**src/rtl/ps2_pkg.sv**
```systemverilog
// Shared types and frame geometry for the PS/2 receive path.
// Latency: n/a (types and constants only).
// Backpressure: n/a.
//
// Contents:
//   ps2_state_t  receive sequencer states
//   ps2_err_t    2-bit discard reason reported with errValid
//   FRAME_BITS / STOP_IDX / PARITY_IDX  bit positions within an 11-bit frame (start = 0)
package ps2_pkg;

    typedef enum logic [1:0] {
        IDLE    = 2'd0,
        RECV    = 2'd1,
        CHECK   = 2'd2,
        PRESENT = 2'd3
    } ps2_state_t;

    typedef enum logic [1:0] {
        ERR_NONE    = 2'b00,
        ERR_PARITY  = 2'b01,
        ERR_FRAMING = 2'b10,
        ERR_TIMEOUT = 2'b11
    } ps2_err_t;

    localparam int FRAME_BITS = 11;
    localparam int STOP_IDX   = 10;
    localparam int PARITY_IDX = 9;

endpackage

```
**src/rtl/ps2_sync_filter.sv**
```systemverilog
// Pin front end: synchronises keyClk/keyData, glitch-filters keyClk, flags its falling edges.
// Latency: pin edge to fallEdge = SYNC_STAGES + FILTER_LEN sysClock cycles.
// Backpressure: none; free-running.
//
// Ports:
//   sysClock, sysReset_n  clock / async active-low reset
//   keyClk, keyData       raw asynchronous PS/2 pins
//   fallEdge              one-cycle pulse on each accepted 1->0 of the filtered clock
//   dataSync              synchronised keyData, to be sampled while fallEdge is high
module ps2_sync_filter #(
    parameter int SYNC_STAGES = 2,
    parameter int FILTER_LEN  = 4
) (
    input  logic sysClock,
    input  logic sysReset_n,
    input  logic keyClk,
    input  logic keyData,
    output logic fallEdge,
    output logic dataSync
);

    localparam int CNT_W = (FILTER_LEN > 1) ? $clog2(FILTER_LEN) : 1;

    logic [SYNC_STAGES-1:0] clkSync;
    logic [SYNC_STAGES-1:0] datSync;
    logic [CNT_W-1:0]       stableCnt;
    logic                   cleanClk;
    logic                   cleanClkDly;

    // Synchronisers reset to the idle-high bus level so that leaving reset
    // never manufactures a falling edge.
    always_ff @(posedge sysClock or negedge sysReset_n) begin
        if (!sysReset_n) begin
            clkSync     <= '1;
            datSync     <= '1;
            stableCnt   <= '0;
            cleanClk    <= 1'b1;
            cleanClkDly <= 1'b1;
        end else begin
            clkSync     <= {clkSync[SYNC_STAGES-2:0], keyClk};
            datSync     <= {datSync[SYNC_STAGES-2:0], keyData};
            cleanClkDly <= cleanClk;
            // The clean level only follows after FILTER_LEN consecutive samples
            // disagree with it; any agreeing sample restarts the count.
            if (clkSync[SYNC_STAGES-1] != cleanClk) begin
                if (stableCnt == CNT_W'(FILTER_LEN - 1)) begin
                    cleanClk  <= clkSync[SYNC_STAGES-1];
                    stableCnt <= '0;
                end else begin
                    stableCnt <= stableCnt + CNT_W'(1);
                end
            end else begin
                stableCnt <= '0;
            end
        end
    end

    assign fallEdge = cleanClkDly & ~cleanClk;
    assign dataSync = datSync[SYNC_STAGES-1];

endmodule

```
**src/rtl/ps2_rx_controller.sv**
```systemverilog
// PS/2 keyboard frame receiver: collects 11-bit frames, checks start/parity/stop, hands bytes on.
// Latency: frameValid/errValid appear 2 cycles after the stop-bit fallEdge (one CHECK cycle between).
// Backpressure: frameValid holds until frameReady; keyClkInhibit holds the keyboard off meanwhile.
//
// Ports:
//   sysClock, sysReset_n  clock / async active-low reset
//   keyClk, keyData       raw PS/2 pins
//   frameReady            decoder accepts frameData this cycle
//   frameData/frameValid  received byte (LSB = first data bit) and its valid flag
//   errValid/errCode      one-cycle discard pulse and its reason (held until next pulse)
//   keyClkInhibit         1 = pull keyClk low while a byte waits for the decoder
//   busy                  1 whenever a frame is in progress or waiting
module ps2_rx_controller
    import ps2_pkg::*;
#(
    parameter int SYNC_STAGES    = 2,
    parameter int FILTER_LEN     = 4,
    parameter int TIMEOUT_CYCLES = 5000
) (
    input  logic       sysClock,
    input  logic       sysReset_n,
    input  logic       keyClk,
    input  logic       keyData,
    input  logic       frameReady,
    output logic [7:0] frameData,
    output logic       frameValid,
    output logic       errValid,
    output logic [1:0] errCode,
    output logic       keyClkInhibit,
    output logic       busy
);

    localparam int TW = $clog2(TIMEOUT_CYCLES);

    logic fallEdge;
    logic dataSync;

    ps2_sync_filter #(
        .SYNC_STAGES (SYNC_STAGES),
        .FILTER_LEN  (FILTER_LEN)
    ) u_front (
        .sysClock   (sysClock),
        .sysReset_n (sysReset_n),
        .keyClk     (keyClk),
        .keyData    (keyData),
        .fallEdge   (fallEdge),
        .dataSync   (dataSync)
    );

    ps2_state_t    state, stateNext;
    logic [3:0]    bitCnt, bitCntNext;
    logic [9:0]    shreg, shregNext;      // frame bits 1..10 once complete: [7:0] data, [8] parity, [9] stop
    logic [TW-1:0] timer, timerNext;
    logic [7:0]    frameDataNext;
    logic          frameValidNext;
    logic          inhibitNext;
    logic          errValidNext;
    logic [1:0]    errCodeNext;

    always_ff @(posedge sysClock or negedge sysReset_n) begin
        if (!sysReset_n) begin
            state         <= IDLE;
            bitCnt        <= '0;
            shreg         <= '0;
            timer         <= '0;
            frameData     <= '0;
            frameValid    <= 1'b0;
            keyClkInhibit <= 1'b0;
            errValid      <= 1'b0;
            errCode       <= ERR_NONE;
        end else begin
            state         <= stateNext;
            bitCnt        <= bitCntNext;
            shreg         <= shregNext;
            timer         <= timerNext;
            frameData     <= frameDataNext;
            frameValid    <= frameValidNext;
            keyClkInhibit <= inhibitNext;
            errValid      <= errValidNext;
            errCode       <= errCodeNext;
        end
    end

    always_comb begin
        stateNext      = state;
        bitCntNext     = bitCnt;
        shregNext      = shreg;
        timerNext      = timer;
        frameDataNext  = frameData;
        frameValidNext = frameValid;
        inhibitNext    = keyClkInhibit;
        errValidNext   = 1'b0;
        errCodeNext    = errCode;

        case (state)
            IDLE: begin
                bitCntNext = '0;
                timerNext  = '0;
                // A fall with data high cannot be a start bit; stay put and let
                // the next genuine start bit realign us.
                if (fallEdge && !dataSync) begin
                    stateNext  = RECV;
                    bitCntNext = 4'd1;
                    shregNext  = '0;
                end
            end

            RECV: begin
                if (fallEdge) begin
                    shregNext = {dataSync, shreg[9:1]};
                    timerNext = '0;
                    if (bitCnt == 4'(STOP_IDX)) begin
                        stateNext = CHECK;
                    end else begin
                        bitCntNext = bitCnt + 4'd1;
                    end
                end else if (timer == TW'(TIMEOUT_CYCLES - 1)) begin
                    errValidNext = 1'b1;
                    errCodeNext  = ERR_TIMEOUT;
                    stateNext    = IDLE;
                end else if (timer != {TW{1'b1}}) begin
                    timerNext = timer + TW'(1);
                end
            end

            CHECK: begin
                // Framing is judged before parity: with a bad stop bit the
                // parity position may not be where we think it is.
                if (!shreg[STOP_IDX-1]) begin
                    errValidNext = 1'b1;
                    errCodeNext  = ERR_FRAMING;
                    stateNext    = IDLE;
                end else if (!(^shreg[PARITY_IDX-1:0])) begin
                    errValidNext = 1'b1;
                    errCodeNext  = ERR_PARITY;
                    stateNext    = IDLE;
                end else begin
                    frameDataNext  = shreg[7:0];
                    frameValidNext = 1'b1;
                    inhibitNext    = 1'b1;
                    stateNext      = PRESENT;
                end
            end

            PRESENT: begin
                // Falls seen here are the keyboard racing our inhibit; they are
                // dropped and the IDLE start-bit rule plus timeout recover.
                if (frameReady) begin
                    frameValidNext = 1'b0;
                    inhibitNext    = 1'b0;
                    stateNext      = IDLE;
                end
            end

            default: stateNext = IDLE;
        endcase
    end

    assign busy = (state != IDLE);

endmodule
```
**config.mk**
```make
export PLATFORM = sky130hd
export DESIGN_NAME = ps2_rx_controller
export DESIGN_NICKNAME = d
export VERILOG_FILES = /design/src/rtl/ps2_pkg.sv /design/src/rtl/ps2_sync_filter.sv /design/src/rtl/ps2_rx_controller.sv
export SDC_FILE = /design/constraint.sdc
export NUM_CORES = 1
export LEC_CHECK = 0
export CELL_PAD_IN_SITES_DETAIL_PLACEMENT = 2
export CELL_PAD_IN_SITES_GLOBAL_PLACEMENT = 2
export CORE_ASPECT_RATIO = 0.6
export CORE_MARGIN = 1
export CORE_UTILIZATION = 41
export DETAILED_ROUTE_END_ITERATION = 10
export MAX_ROUTING_LAYER = met4
export PLACE_DENSITY_LB_ADDON = 0.1
export SLEW_MARGIN = 20
export SYNTH_ARGS = -nofsm -noshare
export SYNTH_HDL_FRONTEND = slang
export SYNTH_SLANG_ARGS = --single-unit
export TNS_END_PERCENT = 10
```
**constraint.sdc**
```tcl
create_clock -name sysClock -period 2.87 [get_ports sysClock]
set_input_delay 0.7175 -clock sysClock [delete_from_list [all_inputs] [get_ports sysClock]]
set_output_delay 0.7175 -clock sysClock [all_outputs]
set_load 0.02 [all_outputs]
```
# Yosys cells after proc, flatten, opt, wreduce, memory -nomap -nowiden
# Cells that the tools add are included.
# totals
wordCells,90
ff_bits,49
output_inout_bits,14
# op_classes
n_eq_ne,21
mux,35
addsub,3
reduce_logical,16
bitwise_logic,2
# ops
op,n
2-to-1 mux 13 bit,3
2-to-1 mux 2 bit,13
one-hot mux 13 bit (2 select lines),1
2-to-1 mux 10 bit,2
one-hot mux 10 bit (2 select lines),1
"!= test 2 bit, second input constant",8
"!= test 3 bit, second input constant",5
"adder 13 x 1 -> 13 bit, second input constant",1
"== test 13 bit, second input constant",1
"!= test 13 bit, second input constant",1
AND reduction 3 bit,4
AND reduction 4 bit,3
XOR reduction 9 bit,1
2-to-1 mux 1 bit,8
2-to-1 mux 4 bit,2
one-hot mux 2 bit (4 select lines),1
one-hot mux 4 bit (2 select lines),1
nonzero test 2 bit,4
"== test 2 bit, second input constant",3
"adder 4 x 1 -> 4 bit, second input constant",1
"== test 4 bit, second input constant",1
one-hot mux 1 bit (2 select lines),2
one-hot mux 2 bit (2 select lines),1
"adder 2 x 1 -> 2 bit, second input constant",1
other kinds (8),8

# Logic depth before layout (Yosys ltp)
# Gate-level depths: netlist of the first run.
# depth
ltp_word,5
depth_mapped,9

# By module
# Synthesis of the first run repeated with hierarchy kept, for this count alone.
# hier_totals
hier_cells,233
area_unflattened_um2,2434.8
# modules_own_cells
mod,cells_per_inst,n_inst,area_per_inst_um2
ps2_rx_controller,219,1,2169.6
ps2_sync_filter,14,1,265.3

# Least setup slack after synthesis of the first run
# Ideal clock, no wire load.
# synth_timing
path_kind,reg-to-reg
from,register timer[0]
to,register timer[11]
setup_slack_ns,0.929
setup_time_ns,0.078
path_stages_with_launch,7
t_arrival_ns,1.863
period_less_slack_ns,1.941
n_path_buf,0
cell_sequence,dfrtp_1 -> ha_1 -> and4_1 -> a41oi_2 -> nor2_1 -> or4_1 -> a21oi_1
# synth_between
elab_chain_len,5
elab_cells_between_ends,10
# synth_rtl
element,line,source
"start, declared",ps2_rx_controller.sv:53,"logic [TW-1:0] timer, timerNext;"
"start signal, assigned",ps2_rx_controller.sv:75,timer <= timerNext;
adder 13 x 1 -> 13 bit,ps2_rx_controller.sv:122,timerNext = timer + TW'(1);
2-to-1 mux 13 bit,ps2_rx_controller.sv:121,end else if (timer != {TW{1'b1}}) begin
2-to-1 mux 13 bit,ps2_rx_controller.sv:117,end else if (timer == TW'(TIMEOUT_CYCLES - 1)) begin
2-to-1 mux 13 bit,ps2_rx_controller.sv:109,if (fallEdge) begin
one-hot mux 13 bit (2 select lines),ps2_rx_controller.sv:95,case (state)
# Several ways; a longest one is shown, not always the timed one. The select of a mux whose other input is x is not followed.
# A chain may end at the register's enable or synchronous reset.

# Final worst setup path of the first run
# layout_timing
from,register state[0]
to,output port busy
# layout_between
elab_chain_len,1
# layout_rtl
element,line,source
"start, declared",ps2_rx_controller.sv:50,"ps2_state_t state, stateNext;"
"start signal, assigned",ps2_rx_controller.sv:72,state <= stateNext;
nonzero test 2 bit,ps2_rx_controller.sv:159,assign busy = (state != IDLE);
"end, declared",ps2_rx_controller.sv:30,output logic busy
# No other way between the ends.

==> results of run 1 <==
worst min path at each step:
| stage | startpoint | endpoint | slack [ps] | cells after the start |
|---|---|---|---|---|
| after floorplan | u_front.clkSync[0] | u_front.clkSync[1] | 350 | 0 |
| after global placement | u_front.datSync[0] | u_front.datSync[1] | 350 | 0 |
| after detailed placement | u_front.datSync[0] | u_front.datSync[1] | 350 | 0 |
| after CTS | sysReset_n | timer[2] | 300 | 1 |
| after global routing | sysReset_n | timer[2] | 300 | 1 |
| final | sysReset_n | timer[2] | 290 | 1 |
worst max-delay path: cells and delay by family, from the launching register on:
kind / cells / cell delay (ps)
adders and majority gates: 1 / 290
buffers and inverters: 3 / 850
DFF: 1 / 410
state kept, by name, summed over array words and instances (netlist names):
signal and cells:
bitCnt 4, keyClkInhibit 1, state 2, u_front.cleanClk 1, u_front.stableCnt 2, timer 13, u_front.clkSync 2, u_front.cleanClkDly 1
u_front.datSync 2, shreg 10, errCode 2, errValid 1, frameData 8
routing by layer:
| metal | vias to the layer above | track usage (%) | share of wire (%) |
|---|---|---|---|
| li1 | 911 | - | - |
| met1 | 978 | 37.12 | 54 |
| met2 | 26 | 33.72 | 42 |
| met3 | 10 | 5.068 | 2.7 |
| met4 | 0 | 4.643 | 0.89 |
| met5 | - | - | 0 |
cell families (layout without fill, tap and decap cells):
kind of cell	count (synthesis)	count (layout)	share of synthesized area, %
flip-flops	49	49	49.92
adder cells (fa/ha/maj)	9	9	4.557
buffers and inverters	18	45	3.342
AO/OA/AOI/OAI	59	59	15.44
XOR/XNOR	10	10	4.658
multiplexers	12	12	5.519
AND/OR/NAND/NOR	81	81	16.56
placed cells by master, fill, tap and decap left out, types with 9 or more instances in the layout:
master / instances
clkdlybuf4s50_1: 17
mux2_2: 10
dfrtp_1: 43
inv_1: 10
a21oi_1: 15
o21ai_0: 22
ha_1: 9
nor2_1: 10
nand2_1: 33
buf_4: 9
metrics by stage:
| step | hold WS (ps) | total power [uW] | worst slack, ps |
|---|---|---|---|
| after detailed placement | 348.7 | 2165 | 507.6 |
| after CTS | 299.3 | 2580 | 284.5 |
| after floorplan | 345.2 | 1721 | 929.2 |
| final | 288.1 | 2565 | 285.7 |
| after global placement | 346.4 | 2093 | 631.1 |
| after global routing | 300.2 | 2741 | 214.7 |
final cells by class:
class	count	area (um^2)	area share, %
Clock buffer	5	68.82	2.410
Clock inverter	3	17.52	0.6135
Inverter	10	37.54	1.315
Multi-Input combinational cell	171	1155	40.45
Sequential cell	49	1234	43.21
Tap cell	80	100.1	3.506
Timing Repair Buffer	27	242.7	8.501
report_power, final:
part           internal (uW)  switching [uW]
Combinational            463             691
Sequential               836             159
Clock                    169             247
Total                   1470            1100
==> results by group, run 1 <==
Yosys
  • Leading area contributor after synthesis: dfrtp_1
  • Post-Synthesis Cells: about 240
  • Asr flop ratio synth: 100.0%
  • Yosys synthesis warning count: 0
  • Most frequent cell after synthesis: dfrtp_1
  • Syn_area_per_cell: 10.38 um^2
  • Cell variety after synth: 48
  • Cell Area, Synth: around 2500 um^2
  • Mapped Nets: 252
  • Ys flop type: dfrtp_1
  • EDFF count, synth: 0
  • Post-synthesis register bit count: 49
  • Sequential area share after synthesis: 49.92%
  • Top cells by count, synth: dfrtp_1, nand2_1, o21ai_0, a21oi_1
  • Synth top area share: 43.54%
  • Synth area leaders: dfrtp_1, dfstp_2, nand2_1

Flow run
  • Max_cap viols: 0

Clocking
  • Setup repair bufs after CTS: 0
  • Post-cts repair resize count: 0
  • Worst-Skew Late Latency: just over 300 ps
  • CTS tree: built
  • Clock transition at the registers of the reported paths: ~90 ps
  • CTS max path bufs: 2
  • Clk root buf: clkbuf_8
  • CTS Buf Count: 5
  • H-tree lvl count: 2
  • Sink Count: 49
  • Post-CTS Hold Fix Bufs: 0

Placement
  • DP HPWL: 5.122 mm
  • Placed inst area: roughly 2800 um^2
  • # port buffers: 18
  • Dpl cells: 337
  • GP Congestion: 0.8074

Layout
  • Fillcell total: 606
  • Non-filler cells, final: around 350
  • Final nets: 278
  • Share of layout cells above drive strength 1: 15.47%
  • Cell area after layout: between 2000 and 3000 um^2
  • Area grow syn2layout: 15.54%
  • Ant diodes: 0
  • Layout Utilization: 50.08%

Die
  • CORE AREA: approximately 5700 um^2
  • Starting Density: a little over two fifths
  • Chip Width: between 100 and 150 um
  • Row cnt: 21
  • Die height: 62.14 um
  • Die area: 6352 um^2
  • I/O Pins: 19

Critical path
  • FF-to-FF End: timer[5]
  • Critical-path cell list: inv_1 > ha_1 > inv_1 > clkdlybuf4s50_1
  • WP data arrival: 1870 ps
  • Critical path's slowest cell: clkdlybuf4s50_1
  • CP Launch Type: flip-flop
  • CP Launch Point: state[0]
  • Delay of the slowest critical-path stage: 610 ps
  • Crit Path Class: flip-flop to output pin
  • Crit path capture type: output pin
  • CP max FO: 6
  • WP data required: 2150 ps
  • Critical Path Sink: busy
  • RR Startpoint: state[1]
  • Worst reg2reg path depth: 9
  • Crit path top cell by count: inv_1
  • R2R setup slack: roughly 490 ps

Drt
  • Drt pass-1 iters: 4
  • DRC viols: 0
  • DR vias: 1925
  • Final wirelength: between 6 and 7 mm
  • Routed Antenna Nets: 0
  • Routed len/inst: 19.19 um
  • DRT iter0 DRCs: 52
  • DR vias/cell: 5.580

Global routing
  • First-pass GRT wire length: 11.33 mm
  • Grt ovf: 0
  • Vias in the first global route: 2062
  • Tot GR Track Use: 24.49%
  • Largest net degree at the start of global routing: 21
  • Initial antenna violation count: 0

Timing
  • Pins Over Slew Limit: 0
  • Clock skew: 5.398 ps
  • Final hold vios: 0
  • Slew margin rel.: 57.75%
  • Fmax: 0.3870 GHz
  • Final Setup Violations: 0
  • RSZ-0062 raised after global routing: no
  • Final setup TNS: 0 ps
  • Final min period: approximately 2600 ps
  • Worst slew pin tran: ~630 ps
  • Final Cycle Share: ~90%

Power
  • Pwr dens: 898.4 nW/um^2
  • Worst VDD drop: 0.4422 mV
  • Leak Pwr: 0.001230 uW

Outcome
  • Status: finished clean

Hold path
  • Worst min-delay path class: input pin to asynchronous set/reset pin
Power figures use the tool's default switching activity.
==> run 2, diff against run 1 <==
- CTS_CLUSTER_SIZE: not set -> 8
==> results of run 2 <==
Same layout as run 1: the final DEF is identical, and so are final timing and power.
==> run 3, diff against run 2 <==
- CTS_CLUSTER_SIZE: 8 -> 28
==> results of run 3 <==
Same layout as run 1: the final DEF is identical, and so are final timing and power.
